<file path="config.mk">
export PLATFORM = sky130hd
export DESIGN_NAME = cpu_clock_ctrl
export DESIGN_NICKNAME = d
export VERILOG_FILES = /design/src/rtl/cpu_clock_ctrl_pkg.sv /design/src/rtl/cpu_clock_ctrl_tick_gen.sv /design/src/rtl/cpu_clock_ctrl.sv
export SDC_FILE = /design/constraint.sdc
export NUM_CORES = 1
export LEC_CHECK = 0
export CORE_MARGIN = 2
export CORE_UTILIZATION = 55
export CTS_CLUSTER_DIAMETER = 80
export DETAILED_ROUTE_END_ITERATION = 7
export GPL_TIMING_DRIVEN = 0
export PLACE_DENSITY = 0.77
export REMOVE_ABC_BUFFERS = 1
export SLEW_MARGIN = 10
export SYNTH_ARGS = -nofsm -noshare
export SYNTH_HDL_FRONTEND = slang
export SYNTH_SLANG_ARGS = --single-unit
</file>
<file path="constraint.sdc">
create_clock -name clk -period 5.5 [get_ports clk]
set_clock_uncertainty 0.2 [all_clocks]
set_input_delay 0.55 -clock clk [delete_from_list [all_inputs] [get_ports clk]]
set_output_delay 0.55 -clock clk [all_outputs]
set_load 0.05 [all_outputs]
</file>
<file path="src/rtl/cpu_clock_ctrl_pkg.sv">
// Shared types for the CPU clock controller: FSM states, prescaler codes and
// the code-to-shift mapping used by the tick generator.
package cpu_clock_ctrl_pkg;

  typedef enum logic [1:0] {
    ST_HALT = 2'd0,
    ST_RUN  = 2'd1,
    ST_STEP = 2'd2
  } state_t;

  localparam logic [1:0] PSC_DIV0 = 2'b00;
  localparam logic [1:0] PSC_DIV1 = 2'b01;
  localparam logic [1:0] PSC_DIV2 = 2'b10;
  localparam logic [1:0] PSC_DIV3 = 2'b11;

  // Code 00 is the undivided clock (shift 0, period 1).
  function automatic int psc_shift(input logic [1:0] code, input int s1, input int s2,
                                   input int s3);
    case (code)
      PSC_DIV1: return s1;
      PSC_DIV2: return s2;
      PSC_DIV3: return s3;
      default:  return 0;
    endcase
  endfunction

endpackage

</file>
<file path="src/rtl/cpu_clock_ctrl_tick_gen.sv">
// Free-running prescale counter for the CPU clock controller; flags the last
// count of each 2^sh period.
module cpu_clk_tick_gen #(
  parameter int CNT_W = 24,
  parameter int SH_W  = 5
) (
  input  logic            clk,
  input  logic            res,
  input  logic            i_clr,
  input  logic            i_en,
  input  logic [SH_W-1:0] i_sh,
  output logic            o_tick
);

  logic [CNT_W-1:0] r_cnt;
  logic [CNT_W-1:0] w_mask;

  // Low sh bits set; a shift of 0 gives an empty mask so every count is a tick.
  assign w_mask = ~({CNT_W{1'b1}} << i_sh);
  assign o_tick = ((r_cnt & w_mask) == w_mask);

  always_ff @(posedge clk or negedge res) begin
    if (!res) begin
      r_cnt <= '0;
    end else if (i_clr) begin
      r_cnt <= '0;
    end else if (i_en) begin
      r_cnt <= r_cnt + CNT_W'(1);
    end
  end

endmodule

</file>
<file path="src/rtl/cpu_clock_ctrl.sv">
// Run/halt/single-step controller issuing a prescaled one-cycle clock enable
// to the CPU core; prescaler changes take effect only on tick boundaries.
module cpu_clock_ctrl
  import cpu_clock_ctrl_pkg::*;
#(
  parameter int CNT_W  = 24,
  parameter int SHIFT1 = 1,
  parameter int SHIFT2 = 16,
  parameter int SHIFT3 = 24
) (
  input  logic       clk,
  input  logic       res,
  input  logic       run_req,
  input  logic       halt_req,
  input  logic       step_req,
  input  logic       cpu_halt,
  input  logic       psc_wr,
  input  logic [1:0] psc_in,
  output logic       clk_en,
  output logic       running,
  output logic       stepping,
  output logic [1:0] psc_cur,
  output logic       psc_pend
);

  localparam int SH_W = $clog2(CNT_W + 1);

  state_t          r_state;
  state_t          w_state_nxt;
  logic            r_clk_en;
  logic [1:0]      r_psc_cur;
  logic [1:0]      r_psc_pend_code;
  logic            r_psc_pend;

  logic [SH_W-1:0] w_sh;
  logic            w_tick;
  logic            w_active;
  logic            w_halt_now;
  logic            w_psc_now;
  logic            w_psc_apply;
  logic            w_cnt_clr;

  assign w_sh       = SH_W'(psc_shift(r_psc_cur, SHIFT1, SHIFT2, SHIFT3));
  assign w_active   = (r_state != ST_HALT);
  assign w_halt_now = halt_req | ((r_state == ST_RUN) & cpu_halt);

  // Written codes apply at once only while staying halted; else they wait for a
  // tick, or for the edge that drops into HALT.
  assign w_psc_now   = psc_wr & (r_state == ST_HALT) & (w_state_nxt == ST_HALT);
  assign w_psc_apply = r_psc_pend & w_active & (w_tick | w_halt_now);
  assign w_cnt_clr   = w_psc_apply | w_psc_now |
                       ((r_state == ST_HALT) & (w_state_nxt != ST_HALT));

  cpu_clk_tick_gen #(
    .CNT_W (CNT_W),
    .SH_W  (SH_W)
  ) u_tick_gen (
    .clk    (clk),
    .res    (res),
    .i_clr  (w_cnt_clr),
    .i_en   (w_active),
    .i_sh   (w_sh),
    .o_tick (w_tick)
  );

  always_ff @(posedge clk or negedge res) begin
    if (!res) begin
      r_state <= ST_HALT;
    end else begin
      r_state <= w_state_nxt;
    end
  end

  always_comb begin
    w_state_nxt = r_state;
    if (halt_req) begin
      w_state_nxt = ST_HALT;
    end else begin
      case (r_state)
        ST_HALT: begin
          if (run_req) begin
            w_state_nxt = ST_RUN;
          end else if (step_req) begin
            w_state_nxt = ST_STEP;
          end
        end
        ST_RUN: begin
          if (cpu_halt) begin
            w_state_nxt = ST_HALT;
          end
        end
        ST_STEP: begin
          if (run_req) begin
            w_state_nxt = ST_RUN;
          end else if (w_tick) begin
            w_state_nxt = ST_HALT;
          end
        end
        default: w_state_nxt = ST_HALT;
      endcase
    end
  end

  always_comb begin
    running  = 1'b0;
    stepping = 1'b0;
    case (r_state)
      ST_RUN:  running  = 1'b1;
      ST_STEP: stepping = 1'b1;
      default: ;
    endcase
  end

  // A halt on the same edge as a tick suppresses the pulse.
  always_ff @(posedge clk or negedge res) begin
    if (!res) begin
      r_clk_en <= 1'b0;
    end else begin
      r_clk_en <= w_tick & w_active & ~w_halt_now;
    end
  end

  always_ff @(posedge clk or negedge res) begin
    if (!res) begin
      r_psc_cur       <= PSC_DIV0;
      r_psc_pend_code <= PSC_DIV0;
      r_psc_pend      <= 1'b0;
    end else begin
      if (w_psc_now) begin
        r_psc_cur <= psc_in;
      end else if (w_psc_apply) begin
        r_psc_cur <= r_psc_pend_code;
      end
      if (psc_wr && !w_psc_now) begin
        r_psc_pend_code <= psc_in;
        r_psc_pend      <= 1'b1;
      end else if (w_psc_apply) begin
        r_psc_pend      <= 1'b0;
      end
    end
  end

  assign clk_en   = r_clk_en;
  assign psc_cur  = r_psc_cur;
  assign psc_pend = r_psc_pend;

endmodule

</file>
==> summary.md, run 1 <==
| Metric | Value |
|---|---|
| # Post-CTS Setup Buffers | 0 |
| # rows | 20 |
| Sequential share of the synthesized area | 0.471 |
| Main area contributors after synthesis | dfrtp_1 (47%), xor2_1 (7.2%), nor2_1 (6.8%) |
| Pleak | between 0.7 and 0.8 nW |
| Vias in the first global route | 1380 |
| Starting Density | 0.567 |
| Slew margin rel. | 0.358 |
| DP Cell Count | approximately 220 |
| Die height | about 60 um |
| Placer Congestion | a little under 0.9 |
| CP Capture Type | primary output |
| Ant. Diodes | 0 |
| Non-Filler Instances | roughly 230 |
| Critical path arrival | ~2000 ps |
| Via Count | ~1400 |
| Area Overhead vs Synth | 12.5% |
| Unrepaired setup endpoints after global routing | false |
| Area leader, netlist | dfrtp_1 |
| Mean Syn Cell Area | approximately 9.4 um2 |
| Cts repair resizes | 0 |
| Kind of critical path | flip-flop to primary output |
| Nets | 207 |
| Total power | between 0.5 and 0.6 mW |
| Clock Tree Root | clkbuf_4 |
| Clock latency on the worst-skew pair | 340 ps |
| Fin crit share | 0.495 |
| Syn. warnings | 0 |
| H-tree Lvls | 2 |
| WL/cell | ~15 um |
| Final Hold Fails | 0 |
| Die area | roughly 0.0036 mm2 |
| Fillers | 261 |
| Maximum buffer depth of the clock tree | 2 |
| Status | completed |
| Reg clk slew, reported paths | roughly 100 ps |
| Post-layout util | 0.638 |
| First-pass GRT wire length | between 6000 and 7000 um |
| Worst setup SP type | flip-flop |
| Design area | 0.00191 mm2 |
| Reg2Reg Launch Point | u_tick_gen.r_cnt[17]$_DFFE_PN0P_ |
| Final setup fails | 0 |
| Register Area | around 800 um2 |
| F_max | 367 MHz |
| EDFF count, synth | 0 |
| # DRC | 0 |
| ANT nets after route | 0 |
| Maxcap violations | 0 |
| Setup_tns | 0 ps |
| Worst slew pin tran | roughly 960 ps |
| Pre-antenna DRT Iters | 5 |
| Largest net degree at the start of global routing | 33 |
| Netlist cell types | 38 |
| Core area | about 0.003 mm2 |
| Total CTS buffers | 5 |
| Wirelength, routed | 3570 um |
| IO buf count | 14 |
| Chip width | ~60 um |
| Initial antenna violation count | 0 |
| Post-synth top area share | 0.471 |
| Clock Sink Count | 32 |
| Peak supply drop | approximately 160 uV |
| Placed cell area | roughly 0.0019 mm2 |
| Area of the multi-input gates | between 800 and 900 um2 |
| Layout cells sized above 1 | 0.0758 |
| Final Max Tran Viols | 0 |
| Synth Flop Type | dfrtp_1 |
| GRT Util Overall | 0.233 |
| Post-synthesis cell count | between 150 and 200 |
| Initial drt markers | around 110 |
| Power per standard cell area | 277 mW/mm2 |
| Dpl hpwl | ~2500 um |
| Crit. Startpoint | r_state[0]$_DFF_PN0_ |
| Async set-reset flop share out of synthesis | 1.00 |
| Average via count per standard cell | roughly 6 |
| IO Pins | 15 |
| Final min period | 2720 ps |
| Mapped Area | approximately 0.0017 mm2 |
| Crit path required time | 4750 ps |
| CTS tree | yes |
| Worst-path fanout max | 9 |
| Hold Path Class | input pin to async pin |
| Grt ovf | 0 |
| #FFs+latches synth | 32 |
| Hold_buf cts | 0 |
cells by family (layout without fill, tap and decap cells):
group	after synthesis	in the layout	synth area share
compound gates	25	25	0.108
xor+xnor	22	22	0.113
fa+ha+maj	1	1	0.00735
buf+inv	9	26	0.0221
flops	32	32	0.471
mux	2	2	0.0132
simple gates	90	90	0.265
per-layer routing:
metal	vias up	part of all wire	track usage
met5	-	0	0
met4	0	0.022	0.0921
met3	10	0.046	0.0721
met2	38	0.51	0.396
met1	688	0.42	0.273
li1	670	-	-
registers in the layout, summed over array words and instances, names as in the netlist:
name and flops:
u_tick_gen.r_cnt 24, psc_pend 1, r_psc_pend_code 2, psc_cur 2, clk_en 1, r_state 2
cells in the mapped netlist (2+ instances only):
master,number
dfrtp_1,32
nor2_1,31
xor2_1,14
nand3_1,13
nand2_1,12
xnor2_1,8
nand4_1,7
a21oi_1,6
and3_1,4
inv_1,4
nand2b_1,4
o21ai_0,4
or2_2,4
and4_1,3
nor2b_1,3
nor4_1,3
buf_2,2
clkbuf_1,2
mux2_2,2
nor3b_1,2
o2111ai_1,2
o211ai_1,2
o21a_1,2
worst max-delay path, stage by stage, from the launching register on:
cell and delay [ps]:
dfrtp_1 480, nor2b_1 300, clkdlybuf4s50_1 860
where the power goes:
part,switching [mW],total (mW),internal [mW],leakage (nW)
registers,0.0189,0.268,0.249,0.432
logic,0.0759,0.120,0.0438,0.321
clock network,0.0801,0.143,0.0630,0.0326
path summary, 6_finish.rpt:
check                                              endpoint  slack, ps  cells after the start
min in group clk                     psc_cur[1]$_DFFE_PN0P_        320                      1
max in group asynchronous              psc_pend$_DFFE_PN0P_       4600                      1
hold / removal             u_tick_gen.r_cnt[20]$_DFFE_PN0P_         40                      1
setup / recovery                                    running       2780                      2
hold reg to reg                      psc_cur[1]$_DFFE_PN0P_        320                      1
setup reg to reg           u_tick_gen.r_cnt[10]$_DFFE_PN0P_       2850                      5
cell usage in the layout, fill, tap and decap left out, types with 2 or more instances in the layout:
master	count
o211ai_1	2
clkdlybuf4s50_1	13
and4_1	3
nand3_1	13
nand2b_1	4
o21ai_0	4
or2_2	4
and3_1	4
nor4_1	3
nor2b_1	3
inv_1	4
nand4_1	7
o2111ai_1	2
dfrtp_1	32
clkbuf_1	2
nand2_1	12
xor2_1	14
nor3b_1	2
nor2_1	31
a21oi_1	6
xnor2_1	8
clkbuf_4	5
mux2_2	2
o21a_1	2
per-stage QoR:
stage	hold slack, ps	setup WS [ps]
finish	43.1	2780
global route	94.5	2670
CTS	69.7	2810
detailed placement	298	2440
global placement	288	2500
floorplan	54.4	2990
cell type report:
| type | instances | area share |
|---|---|---|
| clock buffers | 8 | 0.0307 |
| multi-input cells | 140 | 0.451 |
| well taps | 33 | 0.0216 |
| inverters | 4 | 0.00784 |
| repair buffers | 14 | 0.0706 |
| flip-flops and latches | 32 | 0.418 |
Note: power is estimated with default switching activity, not from simulation.
==> run 2: changes to the inputs <==
==> constraint.sdc (replaced) <==
create_clock -name clk -period 2.9 [get_ports clk]
set_clock_uncertainty 0.2 [all_clocks]
set_input_delay 0.29 -clock clk [delete_from_list [all_inputs] [get_ports clk]]
set_output_delay 0.29 -clock clk [all_outputs]
set_load 0.05 [all_outputs]
==> summary.md, run 2 (synthesis gave the netlist of run 1 again) <==
| Metric | Value |
|---|---|
| Power per standard cell area | 523 mW/mm2 (was 277 mW/mm2) |
| Wirelength, routed | 3580 um (was 3570 um) |
| Critical path arrival | 2640 ps (was 1970 ps) |
| Pre-antenna DRT Iters | 6 (was 5) |
| Crit path required time | 2890 ps (was 4750 ps) |
| Grt ovf | 0 (unchanged) |
| Vias in the first global route | 1380 (unchanged) |
| Pleak | 0.789 nW (was 0.785 nW) |
| Largest net degree at the start of global routing | 33 (unchanged) |
| Kind of critical path | flip-flop to flip-flop (was flip-flop to primary output) |
| Starting Density | 0.567 (unchanged) |
| # Post-CTS Setup Buffers | 0 (unchanged) |
| # rows | 20 (unchanged) |
| CP Capture Type | flip-flop (was primary output) |
| Die height | 59.6 um (unchanged) |
| Fillers | 260 (was 261) |
| Clock Tree Root | clkbuf_4 (unchanged) |
| Worst setup SP type | flip-flop (unchanged) |
| Via Count | 1412 (was 1406) |
| Clock Sink Count | 32 (unchanged) |
| Slew margin rel. | 0.358 (about the same) |
| Total power | 1.01 mW (was 0.530 mW) |
| Placer Congestion | 0.881 (unchanged) |
| Total CTS buffers | 5 (unchanged) |
| Core area | 0.00300 mm2 (unchanged) |
| Max FFs per register | 24 (unchanged) |
| H-tree Lvls | 2 (unchanged) |
| First-pass GRT wire length | 6070 um (unchanged) |
| Area Overhead vs Synth | 13.1% (was 12.5%) |
| Chip width | 59.6 um (unchanged) |
| IO Pins | 15 (unchanged) |
| Clock latency on the worst-skew pair | 340 ps (about the same) |
| ANT nets after route | 0 (unchanged) |
| Initial antenna violation count | 0 (unchanged) |
| # DRC | 0 (unchanged) |
| CTS tree | yes (unchanged) |
| Final Max Tran Viols | 0 (unchanged) |
| Pre-CTS WS | 97.8 ps (was 2440 ps) |
| Worst slew pin tran | 962 ps (about the same) |
| Average via count per standard cell | 6.09 (about the same) |
| Hold Path Class | input pin to async pin (unchanged) |
| GRT Util Overall | 0.233 (unchanged) |
| Hold_buf cts | 1 (was 0) |
| CP max stage delay | 800 ps (was 860 ps) |
| Maxcap violations | 0 (unchanged) |
| Die area | 0.00355 mm2 (unchanged) |
| Status | completed (unchanged) |
| Final min period | ~2700 ps |
| Worst path slowest cell | o221ai_2 (was clkdlybuf4s50_1) |
| Commonest cells after routing, fill and taps aside | dfrtp_1 (32), nor2_1 (31), xor2_1 (14) (unchanged) |
| Peak supply drop | 302 uV (was 159 uV) |
| Dpl hpwl | 2530 um (unchanged) |
| Final setup fails | 0 (unchanged) |
| Maximum buffer depth of the clock tree | 2 (unchanged) |
| Unrepaired setup endpoints after global routing | false (unchanged) |
| Crit path cell chain | and4_1 > nand4_1 > a2111o_1 > o221ai_2 > nor2_1 (was nor2b_1 > clkdlybuf4s50_1) |
| Register Area | 801 um2 (unchanged) |
| Area of the multi-input gates | 863 um2 (unchanged) |
| Reg with most FFs | u_tick_gen.r_cnt (unchanged) |
| Layout cells sized above 1 | 0.0754 (was 0.0758) |
| Initial drt markers | 100 (was 106) |
| Reg clk slew, reported paths | 100 ps (about the same) |
| PnR worst setup slack | 248 ps (was 2780 ps) |
| Nets | 208 (was 207) |
| Fin crit share | 0.915 |
| Cts repair resizes | 0 (unchanged) |
| F_max | approximately 380 MHz |
| Ant. Diodes | 0 (unchanged) |
| IO buf count | 14 (unchanged) |
| Most common cell after layout, fill and taps aside | dfrtp_1 (unchanged) |
| WL/cell | 15.4 um (about the same) |
| Final Hold Fails | 0 (unchanged) |
| Worst-path fanout max | 22 (was 9) |
| Setup_tns | 0 ps (unchanged) |
-- run 2: metrics by stage --
step | cell area (um2) | hold slack, ps | cells | util
global route | 1920 | 343 | 232 | 0.641
floorplan | 1680 | -206 | 176 | -
CTS | 1920 | 318 | 232 | 0.641
detailed placement | 1860 | 179 | 223 | 0.618
global placement | 1860 | 288 | 223 | 0.620
finish | 1920 | 318 | 232 | 0.641
-- run 2: final timing paths --
path | start | slack [ps] | to | cells after the start
worst min-delay path | res | 320 | u_tick_gen.r_cnt[22]$_DFFE_PN0P_ | 2
worst max register to register | u_tick_gen.r_cnt[17]$_DFFE_PN0P_ | 250 | u_tick_gen.r_cnt[10]$_DFFE_PN0P_ | 5
max in group asynchronous | res | 1720 | psc_pend$_DFFE_PN0P_ | 2
worst max-delay path | u_tick_gen.r_cnt[17]$_DFFE_PN0P_ | 250 | u_tick_gen.r_cnt[10]$_DFFE_PN0P_ | 5
worst min register to register | r_psc_pend_code[1]$_DFFE_PN0P_ | 320 | psc_cur[1]$_DFFE_PN0P_ | 1
min in group clk | r_psc_pend_code[1]$_DFFE_PN0P_ | 320 | psc_cur[1]$_DFFE_PN0P_ | 1
-- run 2: per-layer routing --
layer  part of all wire  vias up  global-route usage
met5                  0        -                   0
met4              0.022        0              0.0921
met3              0.049       10              0.0721
met2               0.51       42               0.396
met1               0.42      688               0.273
li1                   -      672                   -
-- run 2: critical path: cells and delay by family, from the launching register on --
kind            cells  cell delay [ps]
compound gates      2             1350
flops               1              430
simple gates        3              500
-- run 2: final cells by class --
type,count,area share
tap,33,0.0215
timing repair buffer,15,0.0754
sequential,32,0.416
inverter,4,0.00780
multi-input combinational,140,0.449
clock buffer,8,0.0306
-- run 2: where the power goes --
part / internal [mW] / switching, mW
clock network: 0.120 / 0.152
registers: 0.472 / 0.0360
logic: 0.0839 / 0.144
==> run 3: changes to the inputs <==
--- a/config.mk
+++ b/config.mk
@@ -6,11 +6,11 @@
 export NUM_CORES = 1
 export LEC_CHECK = 0
 export CORE_MARGIN = 2
-export CORE_UTILIZATION = 55
+export CORE_UTILIZATION = 51
 export CTS_CLUSTER_DIAMETER = 80
 export DETAILED_ROUTE_END_ITERATION = 7
 export GPL_TIMING_DRIVEN = 0
-export PLACE_DENSITY = 0.77
+export PLACE_DENSITY = 0.75
 export REMOVE_ABC_BUFFERS = 1
 export SLEW_MARGIN = 10
 export SYNTH_ARGS = -nofsm -noshare
==> constraint.sdc (replaced) <==
create_clock -name clk -period 2.27 [get_ports clk]
set_clock_uncertainty 0.2 [all_clocks]
set_input_delay 0.227 -clock clk [delete_from_list [all_inputs] [get_ports clk]]
set_output_delay 0.227 -clock clk [all_outputs]
set_load 0.05 [all_outputs]
==> summary.md, run 3 (synthesis gave the netlist of run 1 again) <==
| Metric | Value |
|---|---|
| Status | completed (unchanged) |
| First-pass GRT wire length | 6180 um (was 6070 um) |
| Cells on worst reg2reg path | 4 (was 5) |
| GRT Util Overall | 0.222 (was 0.233) |
| Initial antenna violation count | 0 (unchanged) |
| Slew margin rel. | 0.539 (was 0.358) |
| Final Max Tran Viols | 0 (unchanged) |
| H-tree Lvls | 2 (unchanged) |
| Gate power share | 0.220 (was 0.226) |
| Max FFs per register | 24 (unchanged) |
| Fillers | 254 (was 260) |
| Reg with most FFs | u_tick_gen.r_cnt (unchanged) |
| Clock Sink Count | 32 (unchanged) |
| Chip width | 61.8 um (was 59.6 um) |
| WL/cell | 15.2 um (was 15.4 um) |
| # rows | 20 (unchanged) |
| Core area | 0.00310 mm2 (was 0.00300 mm2) |
| Pre-antenna DRT Iters | 4 (was 6) |
| Maxcap violations | 0 (unchanged) |
| Post-layout util | 0.683 (was 0.641) |
| Internal | 1.02 mW (was 0.675 mW) |
| Total power | 1.46 mW (was 1.01 mW) |
| Final min period | 2260 ps (was 2650 ps) |
| Fin crit share | 0.998 (was 0.915) |
| R2r endpoint | psc_cur[1]$_DFFE_PN0P_ (was u_tick_gen.r_cnt[10]$_DFFE_PN0P_) |
| Die area | 0.00381 mm2 (was 0.00355 mm2) |
| Clock Tree Root | clkbuf_4 (unchanged) |
| Reg2Reg Launch Point | u_tick_gen.r_cnt[3]$_DFFE_PN0P_ (was u_tick_gen.r_cnt[17]$_DFFE_PN0P_) |
| ANT nets after route | 0 (unchanged) |
| Area Overhead vs Synth | 24.6% (was 13.1%) |
| Net Sw Power | 0.441 mW (was 0.332 mW) |
| Ant. Diodes | 0 (unchanged) |
| Buf/Inv on CP | 0 (unchanged) |
| CP max stage delay | 620 ps (was 800 ps) |
| Levels on crit path | 4 (was 5) |
| Critical path arrival | 2290 ps (was 2640 ps) |
| Dpl hpwl | 2430 um (was 2530 um) |
| Grt ovf | 0 (unchanged) |
| DP Cell Count | 234 (was 223) |
| F_max | 442 MHz (was 377 MHz) |
| Design area | 0.00212 mm2 (was 0.00192 mm2) |
| Placer Congestion | 0.879 (was 0.881) |
| Placed cell area | 0.00187 mm2 (was 0.00186 mm2) |
| Delay-heaviest family, CP | compound AO/OA/AOI/OAI gates (unchanged) |
| Unrepaired setup endpoints after global routing | true (was false) |
| Initial drt markers | 73 (was 100) |
| PnR worst setup slack | 5.67 ps (was 248 ps) |
| IO Pins | 15 (unchanged) |
| Power per standard cell area | 690 mW/mm2 (was 523 mW/mm2) |
| Reg power frac | 0.443 (was 0.504) |
| Total CTS buffers | 5 (unchanged) |
| R2R setup slack | 6 ps (was 250 ps) |
| Layout cells sized above 1 | 0.144 (was 0.0754) |
| Clock share of power | 0.337 (was 0.270) |
| Via Count | 1450 (was 1412) |
| Non-Filler Instances | 252 (was 232) |
| CP Capture Type | flip-flop (unchanged) |
| IO buf count | 14 (unchanged) |
| Starting Density | 0.548 (was 0.567) |
| Commonest cells after routing, fill and taps aside | dfrtp_1 (32), nor2_1 (31), xor2_1 (14) (unchanged) |
| Average via count per standard cell | 5.75 (was 6.09) |
| Reg clk slew, reported paths | 110 ps (was 100 ps) |
| Pre-CTS WS | -497 ps (was 97.8 ps) |
| Clock latency on the worst-skew pair | 340 ps (about the same) |
| Worst setup SP type | flip-flop (unchanged) |
| Worst-path fanout max | 8 (was 22) |
| Hold Path Class | input pin to async pin (unchanged) |
| Peak supply drop | 434 uV (was 302 uV) |
| Most common cell after layout, fill and taps aside | dfrtp_1 (unchanged) |
| Nets | 217 (was 208) |
| # DRC | 0 (unchanged) |
| Crit path required time | 2300 ps (was 2890 ps) |
| CTS tree | yes (unchanged) |
| Vias in the first global route | 1417 (was 1380) |
| Worst slew pin tran | 691 ps (was 962 ps) |
| Final setup fails | 0 (unchanged) |
| Net Sw Frac | 0.302 (was 0.330) |
| Kind of critical path | flip-flop to flip-flop (unchanged) |
| Pleak | 0.916 nW (was 0.789 nW) |
| Final Hold Fails | 0 (unchanged) |
| Worst path slowest cell | a2111o_2 (was o221ai_2) |
| Die height | 61.8 um (was 59.6 um) |
| Crit path cell chain | nand4_1 > a2111o_2 > o311a_1 > a221o_1 (was and4_1 > nand4_1 > a2111o_1 > o221ai_2 > nor2_1) |
| Maximum buffer depth of the clock tree | 2 (unchanged) |
| Wirelength, routed | 3840 um (was 3580 um) |
| Largest net degree at the start of global routing | 33 (unchanged) |
run 3: worst max-delay path by stage:
stage,from,end,slack (ps)
global route,u_tick_gen.r_cnt[3]$_DFFE_PN0P_,psc_cur[1]$_DFFE_PN0P_,-100
finish,u_tick_gen.r_cnt[3]$_DFFE_PN0P_,psc_cur[1]$_DFFE_PN0P_,6
floorplan,r_state[0]$_DFF_PN0_,u_tick_gen.r_cnt[10]$_DFFE_PN0P_,-240
CTS,u_tick_gen.r_cnt[0]$_DFFE_PN0P_,u_tick_gen.r_cnt[16]$_DFFE_PN0P_,0.3
detailed placement,cpu_halt,u_tick_gen.r_cnt[6]$_DFFE_PN0P_,-500
global placement,cpu_halt,u_tick_gen.r_cnt[13]$_DFFE_PN0P_,-400
run 3: area by class of cell:
type | instances | area (um2) | area share
Tap cell | 44 | 55.1 | 0.0260
Multi-Input combinational cell | 141 | 935 | 0.441
Inverter | 4 | 15.0 | 0.00708
Timing Repair Buffer | 23 | 219 | 0.103
Sequential cell | 32 | 801 | 0.378
Clock buffer | 7 | 65.1 | 0.0307
Clock inverter | 1 | 30.0 | 0.0142
run 3: per-stage QoR:
| stage | hold slack [ps] | setup TNS [ps] |
|---|---|---|
| after global placement | 285 | -8580 |
| after CTS | 278 | 0 |
| after global routing | 318 | -337 |
| after detailed placement | 111 | -10400 |
| after floorplan | -269 | -5660 |
| final | 246 | 0 |
run 3: what timing repair did:
action | CTS | global route
buffers inserted | 0 | 8
gates resized for setup | 4 | 7
gates cloned | 1 | 0
endpoints found under the hold margin | 32 | 0
setup endpoints to repair | 23 | 27
hold buffers | 1 | 0
pin swaps | 5 | 2
run 3: layer usage:
layer | vias up | track usage | wire (um)
met4 | 0 | 0.100 | 74
met1 | 705 | 0.298 | 1710
li1 | 696 | - | -
met2 | 38 | 0.349 | 1890
met3 | 11 | 0.0435 | 163
met5 | - | 0 | 0
run 3: power by group through the flow:
stage	logic (mW)	clock network (mW)	registers, mW
3_5_place_dp	0.285	0	0.659
5_1_grt	0.348	0.527	0.653
2_1_floorplan	0.129	0	0.708
3_3_place_gp	0.282	0	0.655
6_report	0.321	0.492	0.648
4_1_cts	0.303	0.495	0.647
